[src/rtl/kd_node_sorter.sv]
// Sort stage for a kd-tree node triple (left, parent, right centers).
// The three centers are ordered by their coordinate on the split axis, using one compare-exchange pass per cycle.
module kd_node_sorter #(
  parameter  int DIM         = 3,
  parameter  int DATA_RANGE  = 255,
  localparam int DIM_SIZE    = $clog2(DATA_RANGE),
  localparam int CENTER_SIZE = DIM * DIM_SIZE
) (
  input  logic                   clk,
  input  logic                   rst,
  input  logic                   in_valid,
  output logic                   in_ready,
  input  logic [CENTER_SIZE-1:0] in_left,
  input  logic [CENTER_SIZE-1:0] in_parent,
  input  logic [CENTER_SIZE-1:0] in_right,
  input  logic [DIM_SIZE-1:0]    in_axis,
  output logic                   out_valid,
  input  logic                   out_ready,
  output logic [CENTER_SIZE-1:0] out_left,
  output logic [CENTER_SIZE-1:0] out_parent,
  output logic [CENTER_SIZE-1:0] out_right,
  output logic [DIM_SIZE-1:0]    out_axis,
  output logic [DIM_SIZE-1:0]    out_child_axis,
  output logic [1:0]             out_swaps,
  output logic                   busy
);

  typedef enum logic [1:0] {IDLE, SORT, DONE} state_t;

  state_t                 r_state;
  state_t                 w_nextState;
  logic [CENTER_SIZE-1:0] r_left, r_parent, r_right;
  logic [DIM_SIZE-1:0]    r_axis;
  logic [1:0]             r_swaps;
  logic [1:0]             r_clean;
  logic                   r_phase;
  logic [CENTER_SIZE-1:0] r_outLeft, r_outParent, r_outRight;
  logic [DIM_SIZE-1:0]    r_outAxis, r_outChildAxis;
  logic [1:0]             r_outSwaps;

  logic                   w_accept;
  logic                   w_finish;
  logic                   w_swap;
  logic [DIM_SIZE-1:0]    w_keyLeft, w_keyParent, w_keyRight;
  logic [DIM_SIZE-1:0]    w_effAxis;
  logic [DIM_SIZE-1:0]    w_childAxis;

  assign w_effAxis   = (in_axis >= DIM_SIZE'(DIM)) ? '0 : in_axis;
  assign w_childAxis = (r_axis == DIM_SIZE'(DIM - 1)) ? '0 : r_axis + DIM_SIZE'(1);

  assign w_keyLeft   = r_left  [r_axis*DIM_SIZE +: DIM_SIZE];
  assign w_keyParent = r_parent[r_axis*DIM_SIZE +: DIM_SIZE];
  assign w_keyRight  = r_right [r_axis*DIM_SIZE +: DIM_SIZE];

  // Strict compare keeps equal keys in place, which makes the sort stable.
  assign w_swap = r_phase ? (w_keyParent > w_keyRight) : (w_keyLeft > w_keyParent);

  always_ff @(posedge clk) begin
    if (rst) r_state <= IDLE;
    else     r_state <= w_nextState;
  end

  always_comb begin
    w_nextState = r_state;
    w_accept    = 1'b0;
    w_finish    = 1'b0;
    case (r_state)
      IDLE: if (in_valid && !rst) begin
        w_accept    = 1'b1;
        w_nextState = SORT;
      end
      SORT: if (!w_swap && r_clean == 2'd1) begin
        w_finish    = 1'b1;
        w_nextState = DONE;
      end
      DONE: if (out_ready) w_nextState = IDLE;
      default: w_nextState = IDLE;
    endcase
  end

  assign in_ready  = (r_state == IDLE) && !rst;
  assign out_valid = (r_state == DONE);
  assign busy      = (r_state != IDLE);

  // Results are copied to dedicated output registers so they hold through the next sort.
  always_ff @(posedge clk) begin
    if (rst) begin
      r_left         <= '0;
      r_parent       <= '0;
      r_right        <= '0;
      r_axis         <= '0;
      r_swaps        <= '0;
      r_clean        <= '0;
      r_phase        <= 1'b0;
      r_outLeft      <= '0;
      r_outParent    <= '0;
      r_outRight     <= '0;
      r_outAxis      <= '0;
      r_outChildAxis <= '0;
      r_outSwaps     <= '0;
    end else begin
      if (w_accept) begin
        r_left   <= in_left;
        r_parent <= in_parent;
        r_right  <= in_right;
        r_axis   <= w_effAxis;
        r_swaps  <= '0;
        r_clean  <= '0;
        r_phase  <= 1'b0;
      end
      if (r_state == SORT) begin
        r_phase <= ~r_phase;
        if (w_swap) begin
          if (r_phase) begin
            r_parent <= r_right;
            r_right  <= r_parent;
          end else begin
            r_left   <= r_parent;
            r_parent <= r_left;
          end
          r_swaps <= r_swaps + 2'd1;
          r_clean <= '0;
        end else begin
          r_clean <= r_clean + 2'd1;
        end
      end
      if (w_finish) begin
        r_outLeft      <= r_left;
        r_outParent    <= r_parent;
        r_outRight     <= r_right;
        r_outAxis      <= r_axis;
        r_outChildAxis <= w_childAxis;
        r_outSwaps     <= r_swaps;
      end
    end
  end

  assign out_left       = r_outLeft;
  assign out_parent     = r_outParent;
  assign out_right      = r_outRight;
  assign out_axis       = r_outAxis;
  assign out_child_axis = r_outChildAxis;
  assign out_swaps      = r_outSwaps;

endmodule

[config.mk]
export PLATFORM = sky130hd
export DESIGN_NAME = kd_node_sorter
export DESIGN_NICKNAME = d
export VERILOG_FILES = /design/src/rtl/kd_node_sorter.sv
export SDC_FILE = /design/constraint.sdc
export NUM_CORES = 1
export LEC_CHECK = 0
export BUFFER_PORTS_ARGS = -buffer_cell sky130_fd_sc_hd__buf_4
export CORE_ASPECT_RATIO = 0.9
export CORE_MARGIN = 2
export CORE_UTILIZATION = 50
export CTS_CLUSTER_DIAMETER = 40
export DETAILED_ROUTE_END_ITERATION = 8
export HOLD_SLACK_MARGIN = 0.08
export PLACE_DENSITY = 0.77
export SYNTH_ARGS = -nofsm -noshare
export SYNTH_HDL_FRONTEND = slang
export SYNTH_SLANG_ARGS = --single-unit
[constraint.sdc]
create_clock -name clk -period 3.9 [get_ports clk]
set_clock_uncertainty 0.1 [all_clocks]
set_input_delay 0 -clock clk [delete_from_list [all_inputs] [get_ports clk]]
set_output_delay 0 -clock clk [all_outputs]
set_load 0.005 [all_outputs]
==> metrics.csv <==
metric,value,unit
Worst-Margin Slew,0.949,ns
"Setup violations, final",0,
sequential-to-total area share from yosys stat,0.404,
CTS Buf Count,17,
setup_tns,0,ns
Worst Setup End Kind,flip-flop,
"Top FF cell, synth",dfxtp_1,
DRT Pass-1 Iters,6,
final WL,29.1,mm
IO Pins,177,
crit path DAT,3.95,ns
vias per cell,5.69,
Initial Util,0.515,
"count leader, synth",dfxtp_1,
Cells after Synth,1047,
Die ar.,18600,sq um
critical path class,reg -> reg,
gpl congestion,0.993,
fin area,11700,sq um
P_leak,4.63,nW
"Warnings, synthesis",0,
Post-DP Area,10200,sq um
Syn Std Cell Area,8780,sq um
row count,45,
Post-synth EDFFs,0,
vias in the first global route,7591,
CTS max path bufs,2,
core area,17100,sq um
global-route wire length before repair,43.0,mm
HP Class,in -> reg,
RSZ-0062 raised after global routing,no,
ys async rst share,0,
GRT Total Usage,0.302,
Crit path required time,4.19,ns
Peak VDD IR,0.364,mV
Worst-path clk slew,0.07,ns
setup slack after layout,0.238,ns
half-perimeter wire length after placement,18.6,mm
type of origin of the critical path,flip-flop,
min Tclk post-route,3.66,ns
Crit Path Max Fanout,47,
Yosys reg bits,177,
post-DR wirelength/cell,19.3,microns
Commonest cells post-synth,"dfxtp_1, nand2_1, nor2_1",
Final period util,0.939,
Area Overhead vs Synth,33.8,%
register area,3540,sq um
Die Y,130,microns
CTS root buffer,clkbuf_16,
final hold violations,0,
Die W,144,microns
status,finished clean,
IO Port Bufs,176,
CTS tree,done,
max-cap violations,0,
Total Power,7.27,mW
ANT nets after route,0,
area of the multi-input gates,4760,sq um
Rel. slew slack,0.368,
Synth Net Count,1148,
"Clk Latency, worst-skew pair",0.44,ns
synth unique cells,51,
Yosys top cell area share,0.404,
max frequency,0.273,GHz
"Net count, final",1363,
Util after Layout,0.689,
Post-Syn Area per Cell,8.39,sq um
initial antenna violation count,0,
Final Slew Violations,0,
cell taking the most area after synthesis,dfxtp_1,
Cell Pwr Density,619,nW/um^2
Vias,8574,
CTS sink cnt,177,
largest net degree at the start of global routing,152,
dpl ws,0.347,ns
DRC Markers,0,
Detailed Route Iter0 Violations,890,
"top cells by area, synth","dfxtp_1, nand3b_1, nand2b_1",
GR Overflow Total,0,
fillcell total,1322,
H-tree depth,4,
share of layout cells above drive strength 1,0.201,
Ant. Diodes,0,
-- final timing paths --
check / start / endpoint / slack [ns] / cells after the start
min reg2reg: r_swaps[1] / r_swaps[1] / 0.36 / 1
max reg2reg: r_axis[0] / r_right[2] / 0.24 / 16
max: r_axis[0] / r_right[2] / 0.24 / 16
min: in_valid / r_state[0] / 0.21 / 4
-- flip-flops by register name (all words and copies together), names as in the netlist --
register,flops
r_phase,1
out_left,24
r_left,24
out_right,24
r_parent,24
r_right,24
out_parent,24
r_axis,8
r_clean,2
out_swaps,2
r_swaps,2
r_state,2
out_child_axis,8
out_axis,8
-- per-layer routing --
| metal | global-route usage | routed length, microns |
|---|---|---|
| met1 | 0.454 | 13300 |
| met3 | 0.0510 | 2750 |
| met5 | 0 | 0 |
| met2 | 0.437 | 12300 |
| met4 | 0.108 | 725 |
-- layout by cell type, fill, tap and decap left out, types with 13 or more instances in the layout --
master	instances
o21ai_1	63
nor2b_1	27
mux2i_1	43
o21ai_0	35
a21oi_1	17
inv_1	13
ha_1	17
dfxtp_1	176
clkbuf_16	18
a211oi_1	47
a311oi_1	48
dlygate4sd3_1	83
nor2_1	82
nand3b_1	77
nand2b_1	82
nand2_1	134
buf_4	197
-- what timing repair did --
item	4_1_cts	5_1_grt
gates resized for setup	0	12
endpoints found under the hold margin	79	0
buffers inserted	0	2
hold buffers	83	0
setup endpoints to repair	0	13
-- metrics by stage --
| step | hold slack [ns] | std cells |
|---|---|---|
| floorplan | 0.0483 | 1047 |
| global placement | 0.183 | 1391 |
| detailed placement | 0.177 | 1391 |
| CTS | 0.176 | 1504 |
| global route | 0.240 | 1508 |
| finish | 0.212 | 1508 |
-- where the power goes --
part           switching, mW  total (mW)  internal (mW)
clock                  0.734        1.82           1.09
combinational           1.61        2.76           1.15
sequential             0.546        2.69           2.14
-- kinds of logic (layout without fill, tap and decap cells) --
logic type / Yosys count / after routing / synth area share
fa+ha+maj: 17 / 17 / 0.0242
flops: 177 / 177 / 0.404
mux: 43 / 43 / 0.0490
xor+xnor: 8 / 8 / 0.00798
compound gates: 241 / 241 / 0.185
simple gates: 452 / 452 / 0.274
buf+inv: 109 / 335 / 0.0567
-- worst max-delay path: stages (launching register included) --
cell,delay [ns]
dfxtp_1,0.33
inv_1,0.08
nor2_2,0.20
buf_6,0.18
nand2_1,0.06
o21ai_0,0.09
nand2_1,0.08
ha_1,0.30
and4_1,0.22
and2_1,0.18
o21ai_0,0.11
o2111ai_1,0.27
o211a_1,0.27
nand2_2,0.11
buf_12,0.19
a311oi_1,0.24
dlygate4sd3_1,0.59
-- layout make-up --
class,count,share of cell area
Clock buffer,22,0.0421
Clock inverter,8,0.0109
Inverter,13,0.00415
Multi-Input combinational cell,761,0.405
Sequential cell,177,0.302
Tap cell,235,0.0250
Timing Repair Buffer,292,0.211
No activity file was read; power rests on OpenSTA's default activity.
